**src/rtl/cla_pkg.sv**
```systemverilog
// Shared definitions for the carry-lookahead adder family.
//   cla_pg_t          : propagate/generate pair for one bit or one group
//   CLA_GROUP_DEFAULT : default lookahead group width
//   groups_per_stage  : ceiling divide used to spread groups across stages
package cla_pkg;

  localparam int CLA_GROUP_DEFAULT = 4;

  typedef struct packed {
    logic p;
    logic g;
  } cla_pg_t;

  function automatic int groups_per_stage(input int ng, input int stages);
    return (ng + stages - 1) / stages;
  endfunction

endpackage

```
**src/rtl/cla_group.sv**
```systemverilog
// One GROUP-bit carry-lookahead block.
// Ports:
//   a, b  in  GROUP  operand bits (b already inverted for subtract)
//   cin   in  1      carry into bit 0 of the group
//   sum   out GROUP  group sum bits
//   gp    out 1      group propagate (AND of bit propagates)
//   gg    out 1      group generate (lookahead form)
module cla_group
  import cla_pkg::*;
#(
  parameter int GROUP = CLA_GROUP_DEFAULT
) (
  input  logic [GROUP-1:0] a,
  input  logic [GROUP-1:0] b,
  input  logic             cin,
  output logic [GROUP-1:0] sum,
  output logic             gp,
  output logic             gg
);

  cla_pg_t [GROUP-1:0] w_pg;
  logic    [GROUP-1:0] w_c;

  // Group P/G depend only on a/b, never on cin. Keeping them in their own
  // block stops the simulator from seeing a false loop through the
  // inter-group lookahead in the parent.
  always_comb begin
    logic prod;
    gg   = 1'b0;
    prod = 1'b1;
    for (int i = 0; i < GROUP; i++) begin
      w_pg[i].p = a[i] ^ b[i];
      w_pg[i].g = a[i] & b[i];
    end
    for (int m = GROUP - 1; m >= 0; m--) begin
      gg   = gg | (w_pg[m].g & prod);
      prod = prod & w_pg[m].p;
    end
    gp = prod;
  end

  // Every bit carry is a flat sum of products back to cin; no bit ripple.
  always_comb begin
    logic c;
    logic prod;
    w_c = '0;
    for (int i = 0; i < GROUP; i++) begin
      c    = 1'b0;
      prod = 1'b1;
      for (int m = GROUP - 1; m >= 0; m--) begin
        if (m < i) begin
          c    = c | (w_pg[m].g & prod);
          prod = prod & w_pg[m].p;
        end
      end
      w_c[i] = c | (prod & cin);
    end
  end

  always_comb begin
    for (int i = 0; i < GROUP; i++) begin
      sum[i] = w_pg[i].p ^ w_c[i];
    end
  end

endmodule

```
**src/rtl/pipelined_cla_addsub.sv**
```systemverilog
// Pipelined carry-lookahead adder/subtractor with valid/ready handshake.
// Ports:
//   Clk        in   1      clock, rising edge
//   Reset      in   1      synchronous active-high reset
//   in_valid   in   1      operand beat present
//   in_ready   out  1      beat accepted this cycle
//   A, B       in   WIDTH  operands
//   Sub        in   1      0: A+B, 1: A-B
//   out_valid  out  1      result beat present
//   out_ready  in   1      consumer accepts result
//   Sum        out  WIDTH  result mod 2^WIDTH
//   CO         out  1      carry out of MSB (subtract: 1 = no borrow)
//   OV         out  1      signed overflow
// Groups are split ceil(NG/STAGES) per stage, low groups first. Each stage
// finishes its groups' sum bits and forwards the carry into the next group.
module pipelined_cla_addsub
  import cla_pkg::*;
#(
  parameter int WIDTH  = 16,
  parameter int GROUP  = CLA_GROUP_DEFAULT,
  parameter int STAGES = 2
) (
  input  logic             Clk,
  input  logic             Reset,
  input  logic             in_valid,
  output logic             in_ready,
  input  logic [WIDTH-1:0] A,
  input  logic [WIDTH-1:0] B,
  input  logic             Sub,
  output logic             out_valid,
  input  logic             out_ready,
  output logic [WIDTH-1:0] Sum,
  output logic             CO,
  output logic             OV
);

  localparam int NG   = WIDTH / GROUP;
  localparam int GPS  = groups_per_stage(NG, STAGES);
  localparam int LAST = STAGES - 1;
  // Intermediate register count; kept at least 1 so the single-stage
  // configuration still declares legal arrays.
  localparam int NMID = (STAGES > 1) ? STAGES - 1 : 1;

  if (WIDTH % GROUP != 0) begin : g_bad_width
    $fatal(1, "pipelined_cla_addsub: WIDTH must be a multiple of GROUP");
  end
  if (STAGES < 1 || STAGES > NG) begin : g_bad_stages
    $fatal(1, "pipelined_cla_addsub: STAGES must be in 1..WIDTH/GROUP");
  end

  // Handshake
  logic [STAGES-1:0] r_vld;
  logic [STAGES-1:0] w_ld;
  logic [STAGES-1:0] w_adv;
  logic [STAGES-1:0] w_up_vld;
  logic [STAGES-1:0] w_en;

  // Per-stage view of the operands and partial sum
  logic [WIDTH-1:0]  w_a_in    [STAGES];
  logic [WIDTH-1:0]  w_b_in    [STAGES];
  logic [WIDTH-1:0]  w_sum_in  [STAGES];
  logic [WIDTH-1:0]  w_sum_out [STAGES];
  logic [STAGES-1:0] w_cin_st;
  logic [STAGES-1:0] w_cout_st;

  // Intermediate stage registers (data only, no reset)
  logic [WIDTH-1:0]  r_a   [NMID];
  logic [WIDTH-1:0]  r_b   [NMID];
  logic [WIDTH-1:0]  r_sum [NMID];
  logic [NMID-1:0]   r_c;

  // Group signals
  logic [NG-1:0]     w_gp;
  logic [NG-1:0]     w_gg;
  logic [NG-1:0]     w_gcin;
  logic [WIDTH-1:0]  w_gsum;

  // Output registers
  logic [WIDTH-1:0]  r_sum_o;
  logic              r_co;
  logic              r_ov;

  // Carry into group hi given the carry into group lo, as a flat
  // sum of products over the intervening group P/G terms.
  function automatic logic la_carry(input logic [NG-1:0] gp,
                                    input logic [NG-1:0] gg,
                                    input logic          cin,
                                    input int            lo,
                                    input int            hi);
    logic c;
    logic prod;
    c    = 1'b0;
    prod = 1'b1;
    for (int m = NG - 1; m >= 0; m--) begin
      if (m >= lo && m < hi) begin
        c    = c | (gg[m] & prod);
        prod = prod & gp[m];
      end
    end
    return c | (prod & cin);
  endfunction

  // Elastic chain: walk from the output back to the input so each stage
  // knows whether its downstream neighbour frees up this cycle.
  always_comb begin
    logic down;
    w_adv    = '0;
    w_ld     = '0;
    w_up_vld = '0;
    down     = out_ready;
    for (int k = STAGES - 1; k >= 0; k--) begin
      w_adv[k] = r_vld[k] & down;
      w_ld[k]  = ~r_vld[k] | w_adv[k];
      down     = w_ld[k];
    end
    w_up_vld[0] = in_valid;
    for (int k = 1; k < STAGES; k++) begin
      w_up_vld[k] = r_vld[k-1];
    end
    w_en = w_ld & w_up_vld;
  end

  assign in_ready  = w_ld[0];
  assign out_valid = r_vld[LAST];
  assign Sum       = r_sum_o;
  assign CO        = r_co;
  assign OV        = r_ov;

  // Stage inputs: stage 0 takes the ports, later stages their predecessor.
  // Sub only matters as the carry into group 0, so it is folded into the
  // forwarded carry rather than carried along separately.
  for (genvar k = 0; k < STAGES; k++) begin : g_stage_in
    if (k == 0) begin : g_first
      assign w_a_in[0]   = A;
      assign w_b_in[0]   = Sub ? ~B : B;
      assign w_sum_in[0] = '0;
      assign w_cin_st[0] = Sub;
    end else begin : g_later
      assign w_a_in[k]   = r_a[k-1];
      assign w_b_in[k]   = r_b[k-1];
      assign w_sum_in[k] = r_sum[k-1];
      assign w_cin_st[k] = r_c[k-1];
    end
  end

  for (genvar g = 0; g < NG; g++) begin : g_grp
    localparam int S = g / GPS;
    cla_group #(.GROUP(GROUP)) u_grp (
      .a   (w_a_in[S][g*GROUP +: GROUP]),
      .b   (w_b_in[S][g*GROUP +: GROUP]),
      .cin (w_gcin[g]),
      .sum (w_gsum[g*GROUP +: GROUP]),
      .gp  (w_gp[g]),
      .gg  (w_gg[g])
    );
  end

  // Lookahead across the groups owned by each stage.
  always_comb begin
    w_gcin    = '0;
    w_cout_st = '0;
    for (int g = 0; g < NG; g++) begin
      w_gcin[g] = la_carry(w_gp, w_gg, w_cin_st[g/GPS], (g/GPS)*GPS, g);
    end
    for (int s = 0; s < STAGES; s++) begin
      w_cout_st[s] = la_carry(w_gp, w_gg, w_cin_st[s], s*GPS, (s+1)*GPS);
    end
  end

  // Each stage overwrites only its own groups' bits of the partial sum.
  always_comb begin
    for (int s = 0; s < STAGES; s++) begin
      w_sum_out[s] = w_sum_in[s];
    end
    for (int g = 0; g < NG; g++) begin
      w_sum_out[g/GPS][g*GROUP +: GROUP] = w_gsum[g*GROUP +: GROUP];
    end
  end

  // ---- stage boundaries 0..STAGES-2: partial sum, next carry, operands ----
  always_ff @(posedge Clk) begin
    for (int k = 0; k < LAST; k++) begin
      if (w_en[k]) begin
        r_a[k]   <= w_a_in[k];
        r_b[k]   <= w_b_in[k];
        r_sum[k] <= w_sum_out[k];
        r_c[k]   <= w_cout_st[k];
      end
    end
  end

  // ---- final stage boundary: Sum, CO, OV ----
  always_ff @(posedge Clk) begin
    if (Reset) begin
      r_sum_o <= '0;
      r_co    <= 1'b0;
      r_ov    <= 1'b0;
    end else if (w_en[LAST]) begin
      r_sum_o <= w_sum_out[LAST];
      r_co    <= w_cout_st[LAST];
      r_ov    <= (w_a_in[LAST][WIDTH-1] == w_b_in[LAST][WIDTH-1]) &&
                 (w_sum_out[LAST][WIDTH-1] != w_a_in[LAST][WIDTH-1]);
    end
  end

  always_ff @(posedge Clk) begin
    if (Reset) begin
      r_vld <= '0;
    end else begin
      for (int k = 0; k < STAGES; k++) begin
        if (w_ld[k]) r_vld[k] <= w_up_vld[k];
      end
    end
  end

endmodule

```
**config.mk**
```make
export PLATFORM = sky130hd
export DESIGN_NAME = pipelined_cla_addsub
export DESIGN_NICKNAME = d
export VERILOG_FILES = /design/src/rtl/cla_pkg.sv /design/src/rtl/cla_group.sv /design/src/rtl/pipelined_cla_addsub.sv
export SDC_FILE = /design/constraint.sdc
export NUM_CORES = 1
export LEC_CHECK = 0
export CORE_MARGIN = 4
export CORE_UTILIZATION = 49
export CTS_CLUSTER_SIZE = 24
export DETAILED_ROUTE_END_ITERATION = 8
export PLACE_DENSITY = 0.78
export SLEW_MARGIN = 20
export SYNTH_ARGS = -nofsm -noshare
export SYNTH_HDL_FRONTEND = slang
export SYNTH_SLANG_ARGS = --single-unit
export TNS_END_PERCENT = 100
```
**constraint.sdc**
```tcl
create_clock -name Clk -period 3.2 [get_ports Clk]
set_clock_uncertainty 0.2 [all_clocks]
set_input_delay 0.48 -clock Clk [delete_from_list [all_inputs] [get_ports Clk]]
set_output_delay 0.48 -clock Clk [all_outputs]
set_load 0.02 [all_outputs]
```
# ---- Yosys cells after proc, flatten, opt, wreduce, memory -nomap -nowiden
# Memories as Yosys holds them, arrays and structs flattened. A register that Yosys moved wholly into a read port is not among the register bits.
# Cells that the tools add are included.
dict set report word_totals {
  n_memories 3
  register_bits 21
  elab_cells 181
  mem_bits_rw 40
  output_inout_bits 20
  mem_bits_ro 0
  latch_bits 0
  input_bits 37
}
# memory words word_bits read_ports rd_ports_with_merged_regs wr line
set mem_list {}
lappend mem_list {r_a 1 16 1 0 1 pipelined_cla_addsub.sv:67} ;# logic [WIDTH-1:0] r_a [NMID];
lappend mem_list {r_b 1 16 1 0 1 pipelined_cla_addsub.sv:68} ;# logic [WIDTH-1:0] r_b [NMID];
lappend mem_list {r_sum 1 8 1 1 1 pipelined_cla_addsub.sv:69} ;# logic [WIDTH-1:0] r_sum [NMID];
dict set report classes {
  order_cmp 0
  n_mul 0
  n_mux 3
  bitwise 166
  eq_ne 2
  shift 0
  div 0
  n_addsub 0
  reduce_logical 1
}
# operator n
set ops {}
lappend ops {{AND 1 bit} 86}
lappend ops {{OR 1 bit} 44}
lappend ops {{bitwise XOR 1 bit} 32}
lappend ops {{two-way mux 16 bit} 1}
lappend ops {{NOT 16 bit} 1}
lappend ops {{AND 2 bit} 1}
lappend ops {{two-way mux 1 bit} 2}
lappend ops {{NOT 1 bit} 2}
lappend ops {{== test 1 bit} 1}
lappend ops {{logical AND 1 bit} 1}
lappend ops {{!= test 1 bit} 1}

# ---- Logic depth before layout (Yosys ltp)
# An unclocked memory read counts as a cell.
dict set report depth {
  word_depth 12
  ltp_mapped 10
  mapped_depth_nobuf 8
}

# ---- Cells and area by module
# Synthesis repeated with hierarchy kept, for this count alone.
dict set report hier_totals {
  hier_cells 226
  area_unflattened_um2 2414.8
}
# mod instances cells_per_inst seq_area_each_um2 area_each_um2
set modules_own_cells {}
lappend modules_own_cells {pipelined_cla_addsub 1 139 1151.1 1727.9}
lappend modules_own_cells {{cla_group (g_grp[0].u_grp ...)} 2 21 0.0 170.2}
lappend modules_own_cells {{cla_group (g_grp[2].u_grp)} 1 23 0.0 173.9}
lappend modules_own_cells {{cla_group (g_grp[3].u_grp)} 1 22 0.0 172.7}

# ---- Worst setup path before layout
# Ideal clock, no wire load.
dict set report synth_timing {
  path_kind {input to register}
  start {in Sub}
  end {mem r_sum[0][4] (netlist name) (data pin)}
  n_path_buf 2
  arrival_ps 2064
  slack_ps 686
  stages 10
  setup_time_ps 250
  t_required_ps 2750
  path_cell_list {buf_6 buf_2 xor2_1 ha_1 nor2_1 o21a_4 nor2_1 nor2_1 fa_1 inv_1}
}
dict set report synth_via {
  elab_chain_cells 8
  elab_cells_between_ends 22
  cone_classes {mux (1); bitwise (21)}
}
# item line
set synth_rtl {}
lappend synth_rtl {{start, declared} pipelined_cla_addsub.sv:29} ;# input logic Sub,
lappend synth_rtl {{two-way mux 16 bit} pipelined_cla_addsub.sv:135} ;# assign w_b_in[0] = Sub ? ~B : B;
lappend synth_rtl {{AND 1 bit / bitwise XOR 1 bit (equally long branches)} {cla_group.sv:33, cla_group.sv:32}}
lappend synth_rtl {{AND 1 bit, on equally long branches} {cla_group.sv:36, cla_group.sv:37}}
lappend synth_rtl {{OR 1 bit, or another cell as far along (2 in a row)} cla_group.sv:36} ;# gg = gg | (w_pg[m].g & prod);
lappend synth_rtl {{OR 1 bit / AND 1 bit (equally long branches)} {cla_group.sv:36, pipelined_cla_addsub.sv:100}}
lappend synth_rtl {{OR 1 bit} pipelined_cla_addsub.sv:100} ;# return c | (prod & cin);
lappend synth_rtl {{bitwise XOR 1 bit *} cla_group.sv:62} ;# sum[i] = w_pg[i].p ^ w_c[i];
lappend synth_rtl {{via g_grp[1].u_grp.sum[0]} cla_group.sv:16} ;# output logic [GROUP-1:0] sum,
lappend synth_rtl {{end, declared} pipelined_cla_addsub.sv:69}
# Mark *: on every way through the listed nets, which the timed path passes. The rest lies on a longest branch.

# ---- Worst setup path after layout
dict set report layout_timing {
  start {in Sub}
  end {mem r_sum[0][5] (netlist name) (data pin)}
}
dict set report layout_via {
  elab_chain_cells 10
  elab_cells_between_ends 26
  cone_classes {mux (1); bitwise (25)}
}
# item line
set layout_rtl {}
lappend layout_rtl {{two-way mux 16 bit} pipelined_cla_addsub.sv:135}
lappend layout_rtl {{AND 1 bit / bitwise XOR 1 bit (equally long branches)} {cla_group.sv:33, cla_group.sv:32}}
lappend layout_rtl {{AND 1 bit, on equally long branches} {cla_group.sv:36, cla_group.sv:37}}
lappend layout_rtl {{OR 1 bit, or another cell as far along (2 in a row)} cla_group.sv:36}
lappend layout_rtl {{OR 1 bit / AND 1 bit (equally long branches)} {cla_group.sv:36, pipelined_cla_addsub.sv:100}}
lappend layout_rtl {{OR 1 bit} pipelined_cla_addsub.sv:100}
lappend layout_rtl {{AND 1 bit} cla_group.sv:56} ;# w_c[i] = c | (prod & cin);
lappend layout_rtl {{OR 1 bit} cla_group.sv:56}
lappend layout_rtl {{bitwise XOR 1 bit *} cla_group.sv:62}
lappend layout_rtl {{via g_grp[1].u_grp.sum[1]} cla_group.sv:16}
# Marked as above.

==> results.sh <==
export IMPL_outcome="complete, no violations"
export IMPL_ys_warn_count=0
export IMPL_gp_congestion=0.803
export IMPL_drt_total_wl_um=4430
export IMPL_setup_worst_path_class="input pin to register"
export IMPL_synth_seq_cells=45
export IMPL_area_growth_pct=30.5
export IMPL_muxShareOfSynthArea_pct=0.434
export IMPL_cp_start_kind="input pin"
export IMPL_cts_clk_slew_worst_paths_ns=0.08
export IMPL_track_usage_pct=16.3
export IMPL_start_util_pct=51.9
export IMPL_pin_count=57
export IMPL_fillers=373
export IMPL_met2_usage_pct=25.9
export IMPL_rsz0062_at_grt="false"
export IMPL_antenna_found_initial=0
export IMPL_async_flop_share_pct=0
export IMPL_synthAdderAreaFrac_pct=11.3
export IMPL_cts_root_buf="clkbuf_8"
export IMPL_globalRouteMet1Util_pct=20.9
export IMPL_cts_htree_levels=2
export IMPL_cts_tree="yes"
export IMPL_layout_min_cycle_time_ns=2.70
export IMPL_r2r_worst_path_cells=7
export IMPL_die_h_um=76.6
export IMPL_synth_cell_type_count=42
export IMPL_ir_drop_v=0.000191
export IMPL_dp_hpwl_um=3370
export IMPL_drtIter0Drc=82
export IMPL_min_period_over_period_pct=84.4
export IMPL_setup_viol=0
export IMPL_synth_top_cell_by_area="edfxtp_1"
export IMPL_cp_required_ns=3.05
export IMPL_p_leak_uw=0.00117
export IMPL_relSlewSlack_pct=55.8
export IMPL_io_buffer_count=56
export IMPL_synth_top_area_share_pct=32.5
export IMPL_wire_per_inst_um=13.7
export IMPL_synth_compound_area_share_pct=11.4
export IMPL_post_drt_via_cell_ratio=5.13
export IMPL_vias=1661
export IMPL_crit_path_max_fanout=9
export IMPL_worstSetupEndpointType="register"
export IMPL_ctsHoldBuffers=0
export IMPL_r2r_slack_ns=0.88
export IMPL_top_usage_layer="met2"
export IMPL_grt_pass1_vias=1637
export IMPL_layout_nets=327
export IMPL_critPathArrivalTime_ns=2.55
export IMPL_grt_pass1_wl_um=7510
export IMPL_crit_end="r_sum[0][5]"
export IMPL_r2r_start="r_b[0][10]"
export IMPL_drv_cap=0
export IMPL_cts_sinks=45
export IMPL_core_area_um2=4440
export IMPL_hold_violations=0
export IMPL_synth_xor_area_share_pct=9.49
export IMPL_use_met3_pct=5.08
export IMPL_stdcell_area_um2=3010
export IMPL_yosysSeqAreaShare_pct=49.9
export IMPL_slew_violations=0
export IMPL_antennaDiodeCount=0
export IMPL_yosys_area_share_simple_pct=13.7
export IMPL_synth_top_family_by_area="simple AND/OR/NAND/NOR gates"
export IMPL_cts_resized=0
export IMPL_crit_start="Sub"
export IMPL_ant_nets=0
export IMPL_worst_pin_slew_ns=0.661
export IMPL_syn_area_um2=2310
export IMPL_drt_first_pass_iters=4
export IMPL_dpl_cell_area_um2=2920
export IMPL_powerDensity_nw_per_um2=463
export IMPL_fin_tns_setup_ns=0
export IMPL_numCtsBuffers=5
export IMPL_overflow=0
export IMPL_std_cell_rows=24
export IMPL_netlist_instances=212
export IMPL_syn_num_nets=268
export IMPL_synth_area_per_cell_um2=10.9
export IMPL_dieWidth_um=76.6
export IMPL_synth_edf_count=25
export IMPL_die_area_um2=5870
export IMPL_synth_flop_cell="edfxtp_1"
export IMPL_synthTopCellsByCount="25 x edfxtp_1, 25 x nand2_1, 20 x dfxtp_1"
export IMPL_drive_above_1_share_pct=6.99
export IMPL_yosys_top_cells_area="edfxtp_1 33%, dfxtp_1 17%, ha_1 8.7%"
export IMPL_cts_buffer_depth=2
export IMPL_min_path_type="register to register"
export IMPL_grt_max_degree=26
export IMPL_fmax_ghz=0.370
export IMPL_clkLatencyLatePin_ns=0.29
export IMPL_drc_errors=0
export IMPL_post_cts_buffers=0
export IMPL_regToRegEndpoint="Sum[13]"
## logic make-up (layout without fill, tap and decap cells)
kind of cell	count (synthesis)	after routing
xor gates and xnor gates	25	25
adders and majority gates	19	19
DFF	45	45
AOI/OAI and AO/OA	39	39
muxes	1	1
buffers and inverters	19	79
and+or+nand+nor	64	64
## layout by cell type (no fill, tap or decap), types with 2 or more instances in the layout
cell / synthesis / layout
clkdlybuf4s50_1: 0 / 56
nand2_1: 25 / 25
edfxtp_1: 25 / 25
dfxtp_1: 20 / 20
xor2_1: 18 / 18
a21oi_1: 17 / 17
ha_1: 16 / 16
nor2_1: 14 / 14
inv_1: 10 / 10
xnor2_1: 7 / 7
nand3_1: 7 / 7
clkbuf_8: 0 / 6
buf_4: 1 / 5
a21o_1: 4 / 4
o21ai_0: 3 / 3
o21ai_1: 3 / 3
nor3_1: 3 / 3
nand3b_1: 3 / 3
fa_1: 3 / 3
o21bai_1: 2 / 2
nand4_1: 2 / 2
a211oi_1: 2 / 2
clkbuf_1: 3 / 2
## sequential cells by signal, summed over array words and instances, names as in the netlist
register,cells
r_c,1
r_b,8
OV,1
CO,1
r_a,8
r_vld,2
r_sum,8
Sum,16
## layer usage
layer | vias to the layer above | share of wire, %
li1 | 851 | -
met1 | 750 | 46
met2 | 53 | 45
met3 | 7 | 7.0
met4 | 0 | 1.4
met5 | - | 0
## how the worst min path moves through the flow
stage               cells past startpoint        start  slack [ns]  endpoint
floorplan                               2  r_sum[0][0]        0.27    Sum[0]
global placement                        2      Sum[10]        0.24   Sum[10]
detailed placement                      2       Sum[9]        0.25    Sum[9]
CTS                                     2      Sum[10]        0.26   Sum[10]
global route                            2       Sum[7]        0.28    Sum[7]
finish                                  2      Sum[10]        0.25   Sum[10]
## where the power goes
group	total, µW	internal, µW	switching [µW]
clock network	359	176	183
logic	337	169	168
registers	697	675	22.0
total	1390	1020	373
## critical path, cell delays in order
cell	delay (ns)
clkdlybuf4s50_1	0.55
buf_4	0.23
xor2_1	0.16
ha_1	0.20
nor2_1	0.06
o21a_4	0.12
nor2_1	0.15
nor2_1	0.07
fa_1	0.39
xnor2_1	0.13
## per-stage QoR
| stage | worst slack, ns | instances | power, µW | utilization, % | hold WS [ns] |
|---|---|---|---|---|---|
| after floorplan | 0.686 | 212 | 923 | - | 0.271 |
| after global placement | 0.246 | 316 | 1040 | 65.7 | 0.238 |
| after detailed placement | 0.176 | 316 | 1050 | 65.7 | 0.246 |
| after CTS | 0.503 | 324 | 1410 | 67.8 | 0.255 |
| after global routing | 0.413 | 324 | 1470 | 67.8 | 0.282 |
| final | 0.500 | 324 | 1390 | 67.8 | 0.255 |
## cell type report
cell class | count | area, µm² | area share, %
sequential | 45 | 1150 | 38.2
multi-input combinational | 148 | 1070 | 35.5
timing repair buffer | 61 | 598 | 19.9
clock buffer | 8 | 90.1 | 2.99
tap | 52 | 65.1 | 2.16
inverter | 10 | 37.5 | 1.25
(Power assumes the default switching activity.)
